==> config.mk <==
export PLATFORM = sky130hd
export DESIGN_NAME = line_cache
export DESIGN_NICKNAME = d
export VERILOG_FILES = /design/src/rtl/line_cache.sv
export SDC_FILE = /design/constraint.sdc
export NUM_CORES = 2
export LEC_CHECK = 0
export ABC_AREA = 1
export BUFFER_PORTS_ARGS = -buffer_cell sky130_fd_sc_hd__buf_2
export CAP_MARGIN = 15
export CORE_AREA = 2 2 471 473
export CTS_BUF_LIST = sky130_fd_sc_hd__clkbuf_4 sky130_fd_sc_hd__clkbuf_8 sky130_fd_sc_hd__clkbuf_16
export DETAILED_ROUTE_END_ITERATION = 8
export DIE_AREA = 0 0 473 475
export GPL_ROUTABILITY_DRIVEN = 0
export PLACE_DENSITY_LB_ADDON = 0.05
export SLEW_MARGIN = 20
export SYNTH_ARGS = -nofsm -noshare
export SYNTH_HDL_FRONTEND = slang
export SYNTH_SLANG_ARGS = --single-unit
==> constraint.sdc <==
create_clock -name clk -period 3.9 [get_ports clk]
set_input_delay 0.195 -clock clk [delete_from_list [all_inputs] [get_ports clk]]
set_output_delay 0.195 -clock clk [all_outputs]
set_load 0.01 [all_outputs]
==> src/rtl/line_cache.sv <==
// line_cache: direct-mapped, write-back, write-allocate data cache.
// Word hits complete in the request cycle. Misses write back a dirty victim
// line, fetch the missing line and hold `miss` until the access can hit.
module line_cache #(
  parameter int LINE_ADDR_LEN = 3,
  parameter int SET_ADDR_LEN  = 3,
  parameter int TAG_ADDR_LEN  = 30 - LINE_ADDR_LEN - SET_ADDR_LEN
) (
  input  logic                               clk,
  input  logic                               rst_n,
  input  logic                               rd_req,
  input  logic                               wr_req,
  input  logic [31:0]                        addr,
  input  logic [31:0]                        wr_data,
  output logic [31:0]                        rd_data,
  output logic                               miss,
  output logic                               mem_read_request,
  output logic                               mem_write_request,
  output logic [31:0]                        mem_addr,
  output logic [32*(1<<LINE_ADDR_LEN)-1:0]   mem_write_data,
  input  logic                               mem_request_finish,
  input  logic [32*(1<<LINE_ADDR_LEN)-1:0]   mem_read_data
);

  localparam int LINE_SIZE = 1 << LINE_ADDR_LEN;
  localparam int SET_SIZE  = 1 << SET_ADDR_LEN;

  typedef enum logic [1:0] {READY, SWAP_OUT, SWAP_IN, SWAP_IN_OK} state_t;

  state_t state, state_next;

  // Per-line bookkeeping and storage.
  logic [SET_SIZE-1:0]     valid;
  logic [SET_SIZE-1:0]     dirty;
  logic [TAG_ADDR_LEN-1:0] tag_mem  [SET_SIZE];
  logic [31:0]             data_mem [SET_SIZE][LINE_SIZE];

  // Address split: byte | word offset | set index | tag.
  logic [LINE_ADDR_LEN-1:0] word_off;
  logic [SET_ADDR_LEN-1:0]  set_idx;
  logic [TAG_ADDR_LEN-1:0]  addr_tag;
  logic                     unused_byte_bits;

  assign word_off         = addr[LINE_ADDR_LEN+1:2];
  assign set_idx          = addr[LINE_ADDR_LEN+SET_ADDR_LEN+1:LINE_ADDR_LEN+2];
  assign addr_tag         = addr[31:32-TAG_ADDR_LEN];
  assign unused_byte_bits = ^addr[1:0];

  logic                          access;
  logic                          hit;
  logic                          victim_dirty;
  logic [32*LINE_SIZE-1:0]       victim_line;

  assign access       = rd_req | wr_req;
  assign victim_dirty = valid[set_idx] & dirty[set_idx];

  // State register.
  always_ff @(posedge clk or negedge rst_n) begin
    // NOTE: sequential state uses non-blocking assignments so every register
    // samples the pre-edge values regardless of block evaluation order.
    if (!rst_n) state <= READY;
    else        state <= state_next;
  end

  // Next-state logic: a miss in READY starts a swap; finish pulses advance it.
  always_comb begin
    // NOTE: default assignment first so no path leaves state_next unassigned,
    // which would otherwise infer a latch.
    state_next = state;
    case (state)
      READY:      if (access && !hit) state_next = victim_dirty ? SWAP_OUT : SWAP_IN;
      SWAP_OUT:   if (mem_request_finish) state_next = SWAP_IN;
      SWAP_IN:    if (mem_request_finish) state_next = SWAP_IN_OK;
      SWAP_IN_OK: state_next = READY;
      default:    state_next = READY;
    endcase
  end

  // CPU-side outputs: hit detection, stall and combinational read word.
  always_comb begin
    hit     = valid[set_idx] && (tag_mem[set_idx] == addr_tag) && (state == READY);
    miss    = access && !hit;
    rd_data = data_mem[set_idx][word_off];
  end

  // Pack the indexed line for write-back; word 0 lands in the MSB slice.
  always_comb begin
    victim_line = '0;
    for (int k = 0; k < LINE_SIZE; k++)
      victim_line[32*(LINE_SIZE-k)-1 -: 32] = data_mem[set_idx][k];
  end

  // Memory request registers and valid/dirty bits.
  always_ff @(posedge clk or negedge rst_n) begin
    if (!rst_n) begin
      valid             <= '0;
      dirty             <= '0;
      mem_read_request  <= 1'b0;
      mem_write_request <= 1'b0;
      mem_addr          <= '0;
      mem_write_data    <= '0;
    end else begin
      case (state)
        READY: begin
          if (hit && wr_req) begin
            dirty[set_idx] <= 1'b1;
          end else if (access && !hit) begin
            if (victim_dirty) begin
              mem_write_request <= 1'b1;
              mem_addr          <= {tag_mem[set_idx], set_idx, {(LINE_ADDR_LEN+2){1'b0}}};
              mem_write_data    <= victim_line;
            end else begin
              mem_read_request  <= 1'b1;
              mem_addr          <= {addr_tag, set_idx, {(LINE_ADDR_LEN+2){1'b0}}};
            end
          end
        end
        SWAP_OUT: begin
          if (mem_request_finish) begin
            mem_write_request <= 1'b0;
            mem_read_request  <= 1'b1;
            mem_addr          <= {addr_tag, set_idx, {(LINE_ADDR_LEN+2){1'b0}}};
          end
        end
        SWAP_IN: begin
          if (mem_request_finish) begin
            mem_read_request <= 1'b0;
            valid[set_idx]   <= 1'b1;
            dirty[set_idx]   <= 1'b0;
          end
        end
        default: ;
      endcase
    end
  end

  // Tag and data arrays: hit writes and line fills.
  // NOTE: the storage arrays carry no reset; valid bits gate every use, so
  // resetting them would only add reset fan-out and block RAM mapping.
  always_ff @(posedge clk) begin
    if (state == READY && hit && wr_req) begin
      data_mem[set_idx][word_off] <= wr_data;
    end else if (state == SWAP_IN && mem_request_finish) begin
      tag_mem[set_idx] <= addr_tag;
      for (int k = 0; k < LINE_SIZE; k++)
        data_mem[set_idx][k] <= mem_read_data[32*(LINE_SIZE-k)-1 -: 32];
    end
  end

endmodule

======== Yosys cells after proc, flatten, opt, wreduce, memory -nomap -nowiden ========
Memory sizes are Yosys's and may differ from the RTL's.
Index checks and enable logic that the tools add are counted.
word-level totals
  register bits after elaboration ......... 308
  bits in latches ......................... 0
  memory bits (writable) .................. 2240
  ROM bits ................................ 0
  input bits .............................. 325
  output and inout bits ................... 323
  memories kept ........................... 2
operators by class
  add/sub/neg operators ................... 0
  multiply operators ...................... 0
  divide/modulo/power cells ............... 0
  order comparisons ....................... 4
  equal/unequal tests ..................... 11
  shift operators ......................... 0
  multiplexer cells ....................... 295
  bitwise logic cells ..................... 264
  reductions and logical operators ........ 21
memory list
  name      words  width  read ports  clocked after memory_dff  write ports  line  source
  data_mem  8      256    1           0                         1            36    logic [31:0] data_mem [SET_SIZE][LINE_SIZE];
  tag_mem   8      24     1           0                         1            35    logic [TAG_ADDR_LEN-1:0] tag_mem [SET_SIZE];
operators with widths
  kind                  number
  $mux W1               271
  $or A1 B1 Y1          257
  $mux W256             1
  $mux W32              7
  $bmux W32 S3          1
  $demux W32 S3         1
  $pmux W32 S2          1
  $eq A24 B24 Y1        1
  $mux W8               2
  $or A8 B8 Y8          2
  $pmux W8 S2           1
  $ne A2 B2 Y1 const B  7
  $logic_and A1 B1 Y1   9
  $and A8 B8 Y8         1
  $mux W2               4
  $not A8 Y8            1
  $pmux W2 S4           1
  $reduce_and A4 Y1     2
  $bmux W1 S3           2
  $reduce_and A3 Y1     2
  $reduce_and A6 Y1     1
  $reduce_and A5 Y1     1
  $eq A2 B2 Y1 const B  2
  $ge A4 B4 Y1 const B  1
  other kinds (15)      16

======== Depth between registers and ports, before layout ========
  word-level depth ........................ 9
  gate-level depth with buffers ........... 21

======== Worst setup path after synthesis ========
OpenSTA, ideal clock, no wires.
  path type ............................... in2reg
  start ................................... in addr[5]
  end ..................................... mem data_mem[0][0] (netlist bit) (enable)
  setup time .............................. 432 ps
  arrival ................................. 3493 ps
  data required time ...................... 3468 ps
  setup slack ............................. -25 ps
  cell stages on the path ................. 18
  buffers on the path ..................... 5
  cells stage by stage .................... buf_4 inv_2 buf_4 buf_4 nand2_1 nand3_1 nand2_1 nor2_1 nand2_1 nand2_1 nor2_1 nand3_1 nor2_1 nand3_1 nand2_1 buf_2 buf_2 a21oi_1
on the way
  longest elaborated chain between the ends .. 9
  elaborated cells on any way between the ends .. 13
  those cells by class .................... eq/ne: 1; mux: 6; bitwise: 1; reduce/logical: 4; memory: 1
ends and longest elaborated chain
  item                                                               line      source
  start: declaration                                                 13        input logic [31:0] addr,
  $mem_v2 Z8 W24 / $bmux W1 S3 (equally long branches)               --
  $eq A24 B24 Y1 / $mux W1 (equally long branches)                   81        hit = valid[set_idx] && (tag_mem[set_idx] == addr_tag) && (state == READY);
  $logic_and A1 B1 Y1 (2 in a row)                                   81
  $logic_and A1 B1 Y1 (2 in a row)                                   141       if (state == READY && hit && wr_req) begin
  $mux W1                                                            141
  $mux W256 (not written as such) / $mux W1 (equally long branches)  142, 146
  $or A1 B1 Y1 (no source line)                                      --
  end: declaration                                                   36
Parallel ways exist; a longest one is shown, timed or not. The select of a mux whose other input is x is not followed.

======== Worst setup path after layout ========
  start ................................... in addr[7]
  end ..................................... out rd_data[28]
on the way
  longest elaborated chain between the ends .. 4
ends and longest elaborated chain
  item                                         line  source
  $mem_v2 Z8 W256                              --
  $bmux W32 S3                                 83    rd_data = data_mem[set_idx][word_off];
  $mux W32 (not written as such) (2 in a row)  83
  end: declaration                             15    output logic [31:0] rd_data,
Every way passes these cells. The select of a mux whose other input is x is not followed.

==> summary.txt <==
Critical path
  • Endpoint type of the worst setup path: output pin
  • R2R cell count: 18
  • R2R Path End: data_mem[4][63]
  • CP Capture Point: rd_data[28]
  • CP Cell Sequence: buf_2 -> nor2_2 -> buf_4 -> nand2_2 -> inv_8 -> buf_12 -> buf_4 -> a221oi_1 -> nand3_1 -> nand2_1 -> nand2_1 -> a221oi_1 -> nand2_1 -> buf_2
  • Worst reg2reg setup slack: 0.25 ns
  • Critical path type: input port to output pin
  • Crit-path most repeated cell: nand2_1
  • Critical R2R Launch: tag_mem[4][4]
  • Crit path launch: addr[7]
  • CP max stage cell: a221oi_1
  • CP max FO: 35
  • Max incr delay on CP: 0.75 ns
  • Crit path arrival time: 3.73 ns
  • Critical path buffer and inverter count: 6
  • WP depth: 14
  • Type of origin of the critical path: input port
  • Crit path required time: 3.70 ns
  • CP top delay family: buffers and inverters

GRT
  • Vias in the first global route: 67,562
  • Antenna violations before repair: 37
  • Global-route wire length before repair: 528,000 µm
  • Congestion Overflow GR: 0
  • Largest net degree at the start of global routing: 124
  • Gr usage total: 33.8%

Logic synthesis
  • Sequential share of the synthesized area: 76.1%
  • Post-synth cell types: 41
  • Biggest area consumer among synthesized cells: edfxtp_1
  • Post-synthesis register bit count: 2,543
  • Top-area cell type share of the netlist area: 68.4%
  • EDFF count, synth: 2,240
  • Ys flop type: edfxtp_1
  • Synth top area cells: edfxtp_1 68%, nand2_1 8.8%, dfrtp_1 7.7%, a22oi_1 2.5%, a221oi_1 2.0%
  • Yosys synthesis warning count: 0
  • Mapped Area: 98,400 µm²
  • Async SR Flop Fraction: 11.9%
  • Post-Syn Instances: 7,444
  • Syn Area/Cell: 13.2 µm²

Routing
  • Drt first pass iters: 6
  • Via density: 5.83
  • Antenna-violating nets left: 0
  • DRC Markers: 0
  • Via count: 70,987
  • DR iter-0 viols: 9,096
  • Drt total wl: 385,000 µm
  • Routed length per instance: 31.6 µm

Floorplan
  • Initial core utilization: 44.9%
  • DIE AREA: 225,000 µm²
  • Floorplan core area: 219,000 µm²
  • Site row count: 172
  • I/O pins: 648
  • Die Height: 475 µm
  • Chip width: 473 µm

Timing
  • Period utilization: 101%
  • Unrepaired setup endpoints after global routing: no
  • Setup TNS: -0.0210 ns
  • Max-slew violations: 0
  • Worst setup margin: -0.0210 ns
  • Minimum clock period: 3.92 ns
  • Slew Limit Headroom: 40.2%
  • Setup Viol. Count Final: 1
  • Worst-Margin Slew: 0.897 ns
  • Final hold violation count: 0
  • Clock Skews: 0.0594 ns
  • Fmax: 255 MHz

Finish
  • Area delta synth->final: 28.6%
  • Post-route insts no fill: 12,171
  • Number of fill cells in the layout: 17,861
  • Final core occ: 57.7%
  • Nets: 9,410
  • Layout cells sized above 1: 21.8%

Clock tree
  • Postcts setup bufs: 0
  • CTS clk-pin slew, worst paths: 0.07 ns
  • H-tree depth: 5
  • Max Buffers Root-to-Sink: 4
  • CTS tree: done
  • Worst skew pair latency: 0.95 ns
  • Inserted Clock Buffers: 286
  • Sink Count: 2,543
  • CTS root buffer: clkbuf_16

Placement
  • Placed Cells: 11,342
  • Buffers on Ports: 640
  • DP HPWL: 264,000 µm

Outcome
  • Status: finished, violations left
  • Failing checks: negative setup slack

Min path
  • Worst Hold Launch: wr_data[7]
  • WHS Path Cells: 4
  • Min-delay worst type: input port to register

Job
  • Max Cap Violations: 0

Power and ir drop
  • Worst IR drop on VDD: 500 µV
  • P per Cell Area: 604 nW/µm²
  • P_leak: 48.6 nW
## how the worst min path moves through the flow
stage / slack (ns) / endpoint
detailed placement: 0.35 / mem_addr[12]
global route: 0.05 / data_mem[4][1]
finish: 0.05 / data_mem[1][167]
CTS: 0.003 / data_mem[3][167]
global placement: 0.34 / mem_addr[12]
floorplan: -0.10 / async pin
## through the flow
step	instance area, µm²	worst slack [ns]	total power [mW]	hold WS (ns)
3_3_place_gp	114000	0.0246	49.8	0.339
2_1_floorplan	98400	-0.0248	41.0	-0.101
6_report	126000	-0.0210	76.4	0.0453
4_1_cts	126000	0.0167	76.6	0.00335
3_5_place_dp	114000	0.0415	50.1	0.352
5_1_grt	126000	0.0172	78.8	0.0507
## report_power, final
part	leakage (nW)	switching (mW)	internal, mW
Combinational	19.9	10.2	4.85
Clock	4.54	10.7	15.7
Sequential	24.1	1.09	33.8
## synth_stat cells, types with 40 or more instances
cell type,count
buf_2,114
edfxtp_1,2240
a221oi_1,222
a22oi_1,322
nand2_1,2303
nand3_1,180
nand4_1,213
dfrtp_1,303
buf_1,72
a21oi_1,123
o21ai_0,371
nor2_1,133
inv_1,302
clkbuf_1,213
a22o_1,141
o21bai_1,40
## cells in the final DEF (no fill, tap or decap), types with 57 or more instances in the layout
| master | count |
|---|---|
| a21oi_1 | 58 |
| a21oi_4 | 65 |
| inv_1 | 300 |
| nand2_1 | 2286 |
| buf_2 | 638 |
| dfrtp_1 | 303 |
| edfxtp_1 | 2240 |
| clkbuf_16 | 295 |
| buf_12 | 301 |
| buf_4 | 510 |
| nor2_1 | 129 |
| o21ai_0 | 371 |
| a221oi_1 | 222 |
| nand3_1 | 180 |
| nand4_1 | 213 |
| a22oi_1 | 322 |
| clkbuf_4 | 57 |
| dlygate4sd3_1 | 321 |
| a22o_1 | 141 |
## worst reg2reg max path, delay by kind of cell (launching register included)
kind | cells | cell delay (ns)
AND/OR/NAND/NOR | 14 | 1.79
buffers and inverters | 4 | 1.34
flip-flops | 1 | 0.36
## registers in the layout, summed over array words and instances, names as in the netlist, named ones only
register,count
data_mem,2048
mem_addr,27
mem_read_request,1
mem_write_data,256
mem_write_request,1
state,2
tag_mem,192
valid,8
## logic make-up (layout without fill, tap and decap cells)
kind of cell / count (synthesis) / after routing / share of synthesized area [%]
and+or+nand+nor: 2889 / 2889 / 12.0
buffers and inverters: 740 / 2577 / 3.08
DFF: 2543 / 2543 / 76.1
other: 1 / 20 / 0.00381
AOI/OAI and AO/OA: 1267 / 1267 / 8.83
adders and majority gates: 4 / 4 / 0.0509
## final cells by class
| type | instances | area (µm²) | share of cell area, % |
|---|---|---|---|
| sequential | 2543 | 74800 | 59.2 |
| timing repair buffer | 1771 | 16300 | 12.9 |
| antenna | 15 | 37.5 | 0.0297 |
| clock inverter | 120 | 1030 | 0.811 |
| inverter | 314 | 1210 | 0.956 |
| tap | 2871 | 3590 | 2.84 |
| clock buffer | 372 | 8090 | 6.39 |
| multi-input combinational | 4165 | 21400 | 16.9 |
## metal layers
layer,vias up,global-route usage (%),routed length (µm)
li1,30386,-,-
met1,36229,46.2,153000
met2,3721,52.6,177000
met3,651,5.77,33600
met4,0,16.6,21300
met5,-,0,0
## what timing repair did
| action | in CTS | in global routing |
|---|---|---|
| gates resized for setup | 0 | 1 |
| hold endpoints to repair | 2387 | 0 |
| setup endpoints to repair | 0 | 1 |
| hold buffers | 322 | 0 |
Power figures use the tool's default switching activity.
